## config.mk

```make
export PLATFORM = sky130hd
export DESIGN_NAME = addition_stage2_align_flat
export DESIGN_NICKNAME = d
export VERILOG_FILES = /design/src/rtl/fpu_add_pkg.sv /design/src/rtl/addition_stage2_align_if.sv /design/src/rtl/align_shift_sticky.sv /design/src/rtl/addition_stage2_align.sv /design/src/flat_wrapper.sv
export SDC_FILE = /design/constraint.sdc
export NUM_CORES = 1
export LEC_CHECK = 0
export ABC_AREA = 1
export BUFFER_PORTS_ARGS = -buffer_cell sky130_fd_sc_hd__buf_2
export CAP_MARGIN = 10
export CORE_MARGIN = 1.5
export CORE_UTILIZATION = 23
export CTS_CLUSTER_SIZE = 25
export DETAILED_ROUTE_END_ITERATION = 12
export PLACE_DENSITY = 0.47
export RECOVER_POWER = 100
export SYNTH_ARGS = -nofsm -noshare
export SYNTH_HDL_FRONTEND = slang
export SYNTH_HIERARCHICAL = 1
export SYNTH_SLANG_ARGS = --single-unit
```

## constraint.sdc

```tcl
create_clock -name clk -period 2.8 [get_ports clk]
set_clock_uncertainty 0.15 [all_clocks]
set_input_delay 0.56 -clock clk [delete_from_list [all_inputs] [get_ports clk]]
set_output_delay 0.56 -clock clk [all_outputs]
set_load 0.02 [all_outputs]
```

## src/rtl/fpu_add_pkg.sv

```systemverilog
// Shared constants for the floating-point adder pipeline stages.
// Holds the default field widths, the GRS bit positions and the alignment window width.
package fpu_add_pkg;

    localparam int MENT_WIDTH = 23;
    localparam int EXPO_WIDTH = 8;

    localparam int GUARD  = 2;
    localparam int ROUND  = 1;
    localparam int STICKY = 0;

    // Mantissa with hidden bit plus the guard and round positions
    localparam int ALIGN_W = MENT_WIDTH + 3;

    typedef logic [2:0] grs_t;

endpackage

```

## src/rtl/addition_stage2_align_if.sv

```systemverilog
// Valid/ready bundle for the operand-alignment stage.
// The slave modport is the alignment block; the master modport is the surrounding pipeline.
interface addition_stage2_align_if
    import fpu_add_pkg::*;
#(
    parameter int MENT_WIDTH = fpu_add_pkg::MENT_WIDTH,
    parameter int EXPO_WIDTH = fpu_add_pkg::EXPO_WIDTH
);

    logic                  in_valid;
    logic                  in_ready;
    logic [EXPO_WIDTH-1:0] exp_a_in;
    logic [MENT_WIDTH-1:0] frac_a_in;
    logic [EXPO_WIDTH-1:0] exp_b_in;
    logic [MENT_WIDTH-1:0] frac_b_in;
    logic                  out_valid;
    logic                  out_ready;
    logic [EXPO_WIDTH-1:0] bigger_exponent_out;
    logic [MENT_WIDTH:0]   aligned_big_out;
    logic [MENT_WIDTH:0]   aligned_small_out;
    grs_t                  grs_out;
    logic                  swap_out;

    modport slave (
        input  in_valid, exp_a_in, frac_a_in, exp_b_in, frac_b_in, out_ready,
        output in_ready, out_valid, bigger_exponent_out, aligned_big_out,
               aligned_small_out, grs_out, swap_out
    );

    modport master (
        output in_valid, exp_a_in, frac_a_in, exp_b_in, frac_b_in, out_ready,
        input  in_ready, out_valid, bigger_exponent_out, aligned_big_out,
               aligned_small_out, grs_out, swap_out
    );

endinterface

```

## src/rtl/align_shift_sticky.sv

```systemverilog
// Combinational right shifter that also ORs together every bit pushed out of the window.
// Shift amounts at or beyond the window width give an all-zero result and sticky = |s_in.
module align_shift_sticky
    import fpu_add_pkg::*;
#(
    parameter int W  = fpu_add_pkg::ALIGN_W,
    parameter int DW = fpu_add_pkg::EXPO_WIDTH
) (
    input  logic [W-1:0]  s_in,
    input  logic [DW-1:0] d_in,
    output logic [W-1:0]  t_out,
    output logic          sticky_out
);

    logic [W-1:0] lost_mask_s;

    // Mask of the low d bits that fall off the right end; saturates to all ones
    always_comb begin
        lost_mask_s = ~({W{1'b1}} << d_in);
        t_out       = s_in >> d_in;
        sticky_out  = |(s_in & lost_mask_s);
    end

endmodule

```

## src/rtl/addition_stage2_align.sv

```systemverilog
// Two-deep valid/ready alignment stage: compare exponents, then right-shift the smaller
// mantissa by the exponent difference while capturing guard, round and sticky.
module addition_stage2_align
    import fpu_add_pkg::*;
#(
    parameter int MENT_WIDTH = fpu_add_pkg::MENT_WIDTH,
    parameter int EXPO_WIDTH = fpu_add_pkg::EXPO_WIDTH
) (
    input  logic                   clk,
    input  logic                   rst_n,
    addition_stage2_align_if.slave bus
);

    localparam int AW = MENT_WIDTH + 3;

    logic                  va_r, vb_r;
    logic                  adv_a_s, adv_b_s;

    logic [MENT_WIDTH:0]   mant_a_s, mant_b_s, mant_big_s, mant_small_s;
    logic [EXPO_WIDTH-1:0] exp_big_s, exp_small_s, diff_s;
    logic                  swap_s;

    logic [EXPO_WIDTH-1:0] exp_big_r, diff_r;
    logic [MENT_WIDTH:0]   mant_big_r, mant_small_r;
    logic                  swap_r;

    logic [AW-1:0]         s_ext_s, t_s;
    logic                  sticky_s;
    grs_t                  grs_s;

    logic [EXPO_WIDTH-1:0] exp_out_r;
    logic [MENT_WIDTH:0]   big_out_r, small_out_r;
    grs_t                  grs_r;
    logic                  swap_out_r;

    // Stage B frees up when empty or draining; stage A when empty or moving into B
    assign adv_b_s = !vb_r || bus.out_ready;
    assign adv_a_s = !va_r || adv_b_s;

    // Exponent compare; equal exponents keep A as the larger operand
    always_comb begin
        mant_a_s = {(|bus.exp_a_in), bus.frac_a_in};
        mant_b_s = {(|bus.exp_b_in), bus.frac_b_in};
        swap_s   = (bus.exp_b_in > bus.exp_a_in);
        if (swap_s) begin
            exp_big_s    = bus.exp_b_in;
            exp_small_s  = bus.exp_a_in;
            mant_big_s   = mant_b_s;
            mant_small_s = mant_a_s;
        end else begin
            exp_big_s    = bus.exp_a_in;
            exp_small_s  = bus.exp_b_in;
            mant_big_s   = mant_a_s;
            mant_small_s = mant_b_s;
        end
        diff_s = exp_big_s - exp_small_s;
    end

    // Stage valid flags
    always_ff @(posedge clk or negedge rst_n) begin
        if (!rst_n) begin
            va_r <= 1'b0;
            vb_r <= 1'b0;
        end else begin
            if (adv_a_s) va_r <= bus.in_valid;
            if (adv_b_s) vb_r <= va_r;
        end
    end

    // Stage A payload captures only on an accepted operand pair
    always_ff @(posedge clk or negedge rst_n) begin
        if (!rst_n) begin
            exp_big_r    <= {EXPO_WIDTH{1'b0}};
            diff_r       <= {EXPO_WIDTH{1'b0}};
            mant_big_r   <= {(MENT_WIDTH+1){1'b0}};
            mant_small_r <= {(MENT_WIDTH+1){1'b0}};
            swap_r       <= 1'b0;
        end else if (adv_a_s && bus.in_valid) begin
            exp_big_r    <= exp_big_s;
            diff_r       <= diff_s;
            mant_big_r   <= mant_big_s;
            mant_small_r <= mant_small_s;
            swap_r       <= swap_s;
        end
    end

    assign s_ext_s = {mant_small_r, 2'b00};

    align_shift_sticky #(
        .W  (AW),
        .DW (EXPO_WIDTH)
    ) u_shift (
        .s_in       (s_ext_s),
        .d_in       (diff_r),
        .t_out      (t_s),
        .sticky_out (sticky_s)
    );

    // Pack the two bits below the kept window and the sticky OR into GRS
    always_comb begin
        grs_s         = 3'b000;
        grs_s[GUARD]  = t_s[1];
        grs_s[ROUND]  = t_s[0];
        grs_s[STICKY] = sticky_s;
    end

    // Stage B payload; holds while the downstream stalls
    always_ff @(posedge clk or negedge rst_n) begin
        if (!rst_n) begin
            exp_out_r   <= {EXPO_WIDTH{1'b0}};
            big_out_r   <= {(MENT_WIDTH+1){1'b0}};
            small_out_r <= {(MENT_WIDTH+1){1'b0}};
            grs_r       <= 3'b000;
            swap_out_r  <= 1'b0;
        end else if (adv_b_s && va_r) begin
            exp_out_r   <= exp_big_r;
            big_out_r   <= mant_big_r;
            small_out_r <= t_s[AW-1:2];
            grs_r       <= grs_s;
            swap_out_r  <= swap_r;
        end
    end

    assign bus.in_ready            = adv_a_s;
    assign bus.out_valid           = vb_r;
    assign bus.bigger_exponent_out = exp_out_r;
    assign bus.aligned_big_out     = big_out_r;
    assign bus.aligned_small_out   = small_out_r;
    assign bus.grs_out             = grs_r;
    assign bus.swap_out            = swap_out_r;

endmodule
```

## src/flat_wrapper.sv

```systemverilog
// flat-port wrapper written by rule: the top's interface ports become plain ports
module addition_stage2_align_flat import fpu_add_pkg::*;
#(
    parameter int MENT_WIDTH = fpu_add_pkg::MENT_WIDTH,
    parameter int EXPO_WIDTH = fpu_add_pkg::EXPO_WIDTH
)
  (clk, rst_n, bus_in_valid, bus_exp_a_in, bus_frac_a_in, bus_exp_b_in, bus_frac_b_in, bus_out_ready, bus_in_ready, bus_out_valid, bus_bigger_exponent_out, bus_aligned_big_out, bus_aligned_small_out, bus_grs_out, bus_swap_out);
  addition_stage2_align_if #(.MENT_WIDTH(MENT_WIDTH), .EXPO_WIDTH(EXPO_WIDTH)) bus_i ();
  input  logic clk;
  input  logic rst_n;
  input wire logic [$bits(bus_i.in_valid)-1:0] bus_in_valid;
  input wire logic [$bits(bus_i.exp_a_in)-1:0] bus_exp_a_in;
  input wire logic [$bits(bus_i.frac_a_in)-1:0] bus_frac_a_in;
  input wire logic [$bits(bus_i.exp_b_in)-1:0] bus_exp_b_in;
  input wire logic [$bits(bus_i.frac_b_in)-1:0] bus_frac_b_in;
  input wire logic [$bits(bus_i.out_ready)-1:0] bus_out_ready;
  output wire logic [$bits(bus_i.in_ready)-1:0] bus_in_ready;
  output wire logic [$bits(bus_i.out_valid)-1:0] bus_out_valid;
  output wire logic [$bits(bus_i.bigger_exponent_out)-1:0] bus_bigger_exponent_out;
  output wire logic [$bits(bus_i.aligned_big_out)-1:0] bus_aligned_big_out;
  output wire logic [$bits(bus_i.aligned_small_out)-1:0] bus_aligned_small_out;
  output wire logic [$bits(bus_i.grs_out)-1:0] bus_grs_out;
  output wire logic [$bits(bus_i.swap_out)-1:0] bus_swap_out;
  assign bus_i.in_valid = bus_in_valid;
  assign bus_i.exp_a_in = bus_exp_a_in;
  assign bus_i.frac_a_in = bus_frac_a_in;
  assign bus_i.exp_b_in = bus_exp_b_in;
  assign bus_i.frac_b_in = bus_frac_b_in;
  assign bus_i.out_ready = bus_out_ready;
  assign bus_in_ready = bus_i.in_ready;
  assign bus_out_valid = bus_i.out_valid;
  assign bus_bigger_exponent_out = bus_i.bigger_exponent_out;
  assign bus_aligned_big_out = bus_i.aligned_big_out;
  assign bus_aligned_small_out = bus_i.aligned_small_out;
  assign bus_grs_out = bus_i.grs_out;
  assign bus_swap_out = bus_i.swap_out;
  addition_stage2_align #(.MENT_WIDTH(MENT_WIDTH), .EXPO_WIDTH(EXPO_WIDTH)) u_core (.clk(clk), .rst_n(rst_n), .bus(bus_i));
endmodule
```

==> out/results.ini, run 1 <==
[drt]
routed_wirelength_um = 25300
vias = 7446
viasPerCell = 4.57
drt-initial-drc-count = 524
final_antenna_net_count = 0
first_pass_iters = 5
drc = 0
wire_per_inst_um = 15.6

[place]
gp_congestion = 0.879
portBuffers = 127
dp_hpwl_um = 18800
pre_cts_slack_ns = 0.00357

[clock_tree]
post_cts_resized = 0
cts_tree = done
cts-root-buf = clkbuf_16
htreeDepth = 4
clockBufferDepth = 2
clkTransAtPathRegs_ns = 0.07
cts_buffers = 17
numClockSinks = 127
insertion_delay_ns = 0.43

[yosys]
synthMuxAreaShare_pct = 4.26
yosys_most_used_dff = dfrtp_1
seq_area_frac_synth_pct = 41.5
syn_inst = 1042
syn_area_mm2 = 0.00766
ys_ff_latch = 127
synth_edf_count = 0
synth_fa_ha_area_share_pct = 1.31
yosys.area_share.simple_pct = 29.5
avgSynthCellArea_um2 = 7.35
ys_types = 41
async_reset_ff_share_pct = 100
synth.largest_area_cell = dfrtp_1
synth-xor-area-share_pct = 0.229
synth_top_area_share_pct = 41.5
synth_compound_area_share_pct = 14.6
synth_top_family_by_area = simple AND/OR/NAND/NOR gates
yosys_warnings = 6
synth.top_cells.by_area = dfrtp_1 (41%), nand2_1 (12%), nand3_1 (9.4%), o21ai_0 (5.4%), a21oi_1 (5.2%)

[sta]
setup-violations-final = 0
rsz0062_at_grt = no
period_minus_slack_ns = 2.49
tns_ns = 0
slew_violations = 0
slew_headroom_pct = 3.17
setup_ws_ns = 0.309
hold_viol_final = 0
tightest_slew_ns = 1.45
max_freq_ghz = 0.401
finalCritPeriodShare_pct = 89.0

[global_routing]
grt_pass1_vias = 7207
grt_max_degree = 56
antenna_found_initial = 0
grt_pass1_wl_um = 40100
grt_use_total_pct = 15.2
globalRouteOverflowTotal = 0

[setup_path]
endpoint_kind = flip-flop
cp_max_fo = 26
critPathKind = in -> reg
critPathLaunchType = input pin
crit_required_ns = 2.95
cp.arrival_ns = 2.64

[power]
ir_drop_v = 0.000443
p_leak_uw = 0.00448
power_density_mw_per_mm2 = 848

[floorplan]
die_w_um = 185
die_y_um = 185
die_area_mm2 = 0.0344
ioPinCount = 128
start_util_pct = 23.5
rows = 66
coreArea_mm2 = 0.0326

[cells_and_area]
fin_util_pct = 28.7
area.growth.synth_to_final_pct = 22.4
drive_gt1_share_pct = 15.8
layout_commonest_cell = nand2_1
final_cell_mix = nand2_1 (249), nand3_1 (144), dfrtp_1 (127)
nets = 1248
antenna_cells = 0
multi_input_area_mm2 = 0.00385
regArea_mm2 = 0.00318
fillers = 3627

[worst_hold_path]
hold_path.class = in -> reg

[flow_run]
cap_violations = 0

[status]
outcome = complete, no violations

cell type report:
type / instances / share of cell area [%]
timing repair buffer: 170 / 9.27
multi-input combinational: 768 / 41.0
clock inverter: 14 / 1.56
sequential: 127 / 33.9
clock buffer: 18 / 4.69
tap: 442 / 5.90
inverter: 90 / 3.63
Yosys cell counts (2+ instances only):
master    instances
nand3_1         144
o21bai_1          3
nor3_1            2
nand3b_1          3
buf_4             8
buf_6             4
xnor2_1           2
o21ai_0          82
nand2_1         250
nand2_2           5
nor2_4            6
nor4_1            2
ha_1              8
a21boi_1          2
o21ai_1           4
o22ai_1          25
a21o_1            5
or2_2             2
a31oi_1           3
buf_1             4
nor2_1           89
nand4_1           7
clkbuf_1         25
o211ai_1          2
buf_2            19
inv_1            81
mux2_2           29
a21oi_1          80
nand2_4           2
inv_2             7
dfrtp_1         127
power by group:
group | switching, uW | total, uW | internal [uW]
Combinational | 2100 | 3080 | 984
Clock | 957 | 2230 | 1280
Sequential | 329 | 2630 | 2300
flip-flops by register name, summed over array words and instances (netlist names):
name	count
u_core/bus.out_valid	1
u_core/bus.swap_out	1
u_core/bus.bigger_exponent_out	8
u_core/bus.aligned_big_out	24
u_core/mant_small_r	24
u_core/mant_big_r	24
u_core/bus.grs_out	3
u_core/bus.aligned_small_out	24
u_core/swap_r	1
u_core/diff_r	8
u_core/exp_big_r	8
u_core/va_r	1
metal layers:
metal / wire length [um] / track usage [%]
met5: 0 / 0
met4: 542 / 5.01
met3: 1150 / 2.70
met2: 12000 / 24.8
met1: 11600 / 20.2
worst max-delay path: stages:
cell      delay, ns
clkbuf_1       0.12
inv_1          0.07
ha_1           0.33
a21oi_1        0.15
nor2_1         0.05
nor2_1         0.16
nand2_4        0.09
nand2_2        0.21
clkbuf_2       0.54
o21ai_0        0.19
nand2_1        0.08
o21ai_0        0.08
metrics by stage:
| stage | instances | cell area, um^2 | hold WS, ns | total power [uW] |
|---|---|---|---|---|
| 2_1_floorplan | 1045 | 7670 | 0.114 | 4750 |
| 3_3_place_gp | 1596 | 8900 | 0.311 | 5840 |
| 3_5_place_dp | 1596 | 8900 | 0.318 | 5850 |
| 4_1_cts | 1629 | 9500 | 0.218 | 8150 |
| 5_1_grt | 1629 | 9370 | 0.242 | 8550 |
| 6_report | 1629 | 9370 | 0.245 | 7950 |
cell families after synthesis:
family | Yosys count
DFF | 127
buffers and inverters | 150
xor gates and xnor gates | 2
other | 1
muxes | 29
adders and majority gates | 8
AOI/OAI and AO/OA | 209
and+or+nand+nor | 516
timing repair:
item / CTS / global route
hold endpoints to repair: 52 / 0
setup buffers: 0 / 0
hold buffers: 1 / 0
worst paths after layout:
check / from / end / slack [ns] / depth (start not counted)
min in group asynchronous: rst_n / u_core/bus.aligned_small_out[10] / 0.86 / 2
setup / recovery: bus_exp_a_in[5] / u_core/exp_big_r[3] / 0.31 / 12
setup reg to reg: u_core/diff_r[1] / u_core/bus.grs_out[0] / 0.35 / 10
hold / removal: bus_frac_a_in[18] / u_core/mant_small_r[18] / 0.25 / 3
hold reg to reg: u_core/bus.aligned_big_out[16] / u_core/bus.aligned_big_out[16] / 0.33 / 2
max in group asynchronous: rst_n / u_core/va_r / 0.48 / 3
Note: power is estimated with default switching activity, not from simulation.
==> inputs of run 2 (changes only) <==
--- a/config.mk
+++ b/config.mk
@@ -14,6 +14,7 @@
 export DETAILED_ROUTE_END_ITERATION = 12
 export PLACE_DENSITY = 0.47
 export RECOVER_POWER = 100
+export REMOVE_ABC_BUFFERS = 1
 export SYNTH_ARGS = -nofsm -noshare
 export SYNTH_HDL_FRONTEND = slang
 export SYNTH_HIERARCHICAL = 1
==> constraint.sdc (replaced) <==
create_clock -name clk -period 2.8 [get_ports clk]
set_clock_uncertainty 0.15 [all_clocks]
set_input_delay 0.28 -clock clk [delete_from_list [all_inputs] [get_ports clk]]
set_output_delay 0.28 -clock clk [all_outputs]
set_load 0.02 [all_outputs]
==> run 2 against run 1 <==
Clock power rose by 3%. Via count increased by 2.4%. Cell area is 5.9% higher. Combinational power rose by 3%. Flip-flop and latch count did not move. Die area is the same. Sequential power about the same. Worst hold slack lost 0.22 ns. Count of clock-buffer cells in the layout grew 3. Sequential share of layout area decreased by 1.9 points. Non-clock buffer count grew 46. Power up 2.0%.
==> out/results.ini, run 2 (same netlist as run 1, synthesis figures left out) <==
[clock_tree]
cts-root-buf = clkbuf_16
clkTransAtPathRegs_ns = 0.06  ; about the same
clockBufferDepth = 2  ; unchanged
cts_tree = done
numClockSinks = 127  ; unchanged
cts_buffers = 17  ; unchanged
htreeDepth = 4  ; unchanged
postCtsSetupRepairBufs = 0  ; unchanged
insertion_delay_ns = 0.43  ; about the same

[drt]
viasPerCell = 4.55  ; -0.39%
wire_per_inst_um = 15.3  ; -1.7%
drc = 0  ; unchanged
drt-initial-drc-count = 542  ; +3.4%
vias = 7622  ; +2.4%
routed_wirelength_um = 25600  ; +1.0%
final_antenna_net_count = 0  ; unchanged
first_pass_iters = 5  ; unchanged

[cells_and_area]
regArea_mm2 = 0.00318  ; unchanged
antenna_cells = 0  ; unchanged
multi_input_area_mm2 = 0.00383  ; -0.33%
fin_util_pct = 30.4  ; +1.7 points
fillers = 3613  ; -0.39%
final_cell_mix = nand2_1 (250), nand3_1 (144), dfrtp_1 (127)
layout_commonest_cell = nand2_1
area.growth.synth_to_final_pct = 29.6
nets = 1294  ; +3.7%
drive_gt1_share_pct = 14.3  ; -1.6 points

[floorplan]
die_area_mm2 = 0.0344  ; unchanged
die_w_um = 185  ; unchanged
rows = 66  ; unchanged
coreArea_mm2 = 0.0326  ; unchanged
ioPinCount = 128  ; unchanged
start_util_pct = 23.5  ; unchanged
die_y_um = 185  ; unchanged

[sta]
hold_viol_final = 0  ; unchanged
period_minus_slack_ns = 2.55  ; +0.0582 ns
setup_ws_ns = 0.251  ; -0.0582 ns
slew_violations = 0  ; unchanged
tns_ns = 0  ; unchanged
finalCritPeriodShare_pct = 91.0  ; +2.1 points
max_freq_ghz = 0.392  ; -2.3%
holdWs_ns = 0.0242  ; -0.221 ns
rsz0062_at_grt = no
setup-violations-final = 0  ; unchanged
slew_headroom_pct = 1.59  ; -1.6 points
tightest_slew_ns = 1.48  ; +0.0238 ns

[status]
outcome = complete, no violations

[flow_run]
cap_violations = 0  ; unchanged

[setup_path]
r2r_end = u_core/bus.grs_out[0]
crit_required_ns = 2.96  ; about the same
endpoint_kind = flip-flop
rrSetupSlack_ns = 0.25  ; -0.10 ns
critPathMaxStageDelay_ns = 0.44  ; -0.10 ns
crit_family = simple AND/OR/NAND/NOR gates
cp_common_cell = nor2_1
path_cells = nor2_2, buf_4, nand2_1, nor2_1, nor2_1, nor2_1, nand3_1, nor2_1, nand2_1, nor2_1, nand3_1, mux2_2
cp.arrival_ns = 2.71  ; +0.07 ns
crit_buf_inv = 1  ; -2
critPathKind = reg -> reg
cp_slowest_cell = nor2_2
worstReg2RegStart = u_core/diff_r[7]
cp_max_fo = 12  ; -54%
rr_worst_depth = 12  ; +2
critPathLaunchType = flip-flop

[global_routing]
grt_max_degree = 67  ; +20%
grt_use_total_pct = 15.4  ; +0.22 points
grt_pass1_vias = 7376  ; +2.3%
globalRouteOverflowTotal = 0  ; unchanged
grt_pass1_wl_um = 40500  ; +1.1%
antenna_found_initial = 0  ; unchanged

[place]
portBuffers = 127  ; unchanged
dp_hpwl_um = 18300  ; -2.9%
gp_congestion = 0.872  ; -0.74%
pre_cts_slack_ns = 0.191  ; +0.187 ns

[worst_hold_path]
holdPathStages = 3  ; unchanged
min_to = u_core/mant_big_r[8]
min_from = bus_frac_b_in[8]
hold_path.class = in -> reg

[power]
power_uw = 8110  ; +2.0%
power_density_mw_per_mm2 = 817  ; -3.8%
ir_drop_v = 0.000431  ; -2.6%
p_leak_uw = 0.00470  ; +5.0%

[run 2: per-stage QoR]
step	instance area, um^2	cells
after floorplan	7360	985
after global placement	8820	1581
after detailed placement	8820	1581
after CTS	10000	1674
after global routing	9930	1674
final	9930	1674
[run 2: report_power, final]
group,internal [uW],switching (uW)
clock,1440,853
combinational,1070,2100
sequential,2300,340
total,4820,3290
[run 2: cell type report]
type                    count  area share (%)
inverters                  90            3.43
flip-flops and latches    127            32.0
repair buffers            216            14.4
clock buffers              21            4.64
clock inverters            10            1.39
well taps                 442            5.57
multi-input cells         768            38.6
[run 2: timing repair]
action	4_1_cts	5_1_grt
hold buffers	62	0
endpoints found under the hold margin	99	0
resized for setup	0	1
setup endpoints to repair	0	3
[run 2: metal layers]
layer | part of all wire (%) | GRT usage [%] | up-vias
met2 | 47 | 25.2 | 215
met3 | 5.7 | 3.58 | 26
li1 | - | - | 3837
met1 | 45 | 20.1 | 3544
met5 | 0 | 0 | -
met4 | 1.7 | 4.88 | 0
[run 2: how the worst max path moves through the flow]
stage,from,endpoint,slack (ns),cells after the start
after floorplan,u_core/bus.out_valid,u_core/mant_big_r[0],0.04,5
after global placement,bus_exp_a_in[5],u_core/diff_r[7],0.20,17
after detailed placement,bus_exp_a_in[2],u_core/diff_r[3],0.19,17
after CTS,bus_exp_a_in[2],u_core/mant_small_r[1],0.22,16
after global routing,bus_exp_a_in[2],u_core/mant_small_r[1],0.05,16
final,u_core/diff_r[7],u_core/bus.grs_out[0],0.25,12
[run 2: worst reg2reg max path, delay by kind of cell (launching register included)]
| family | cells | cell delay [ns] |
|---|---|---|
| muxes | 1 | 0.26 |
| and+or+nand+nor | 10 | 1.30 |
| buffers and inverters | 1 | 0.28 |
| DFF | 1 | 0.43 |
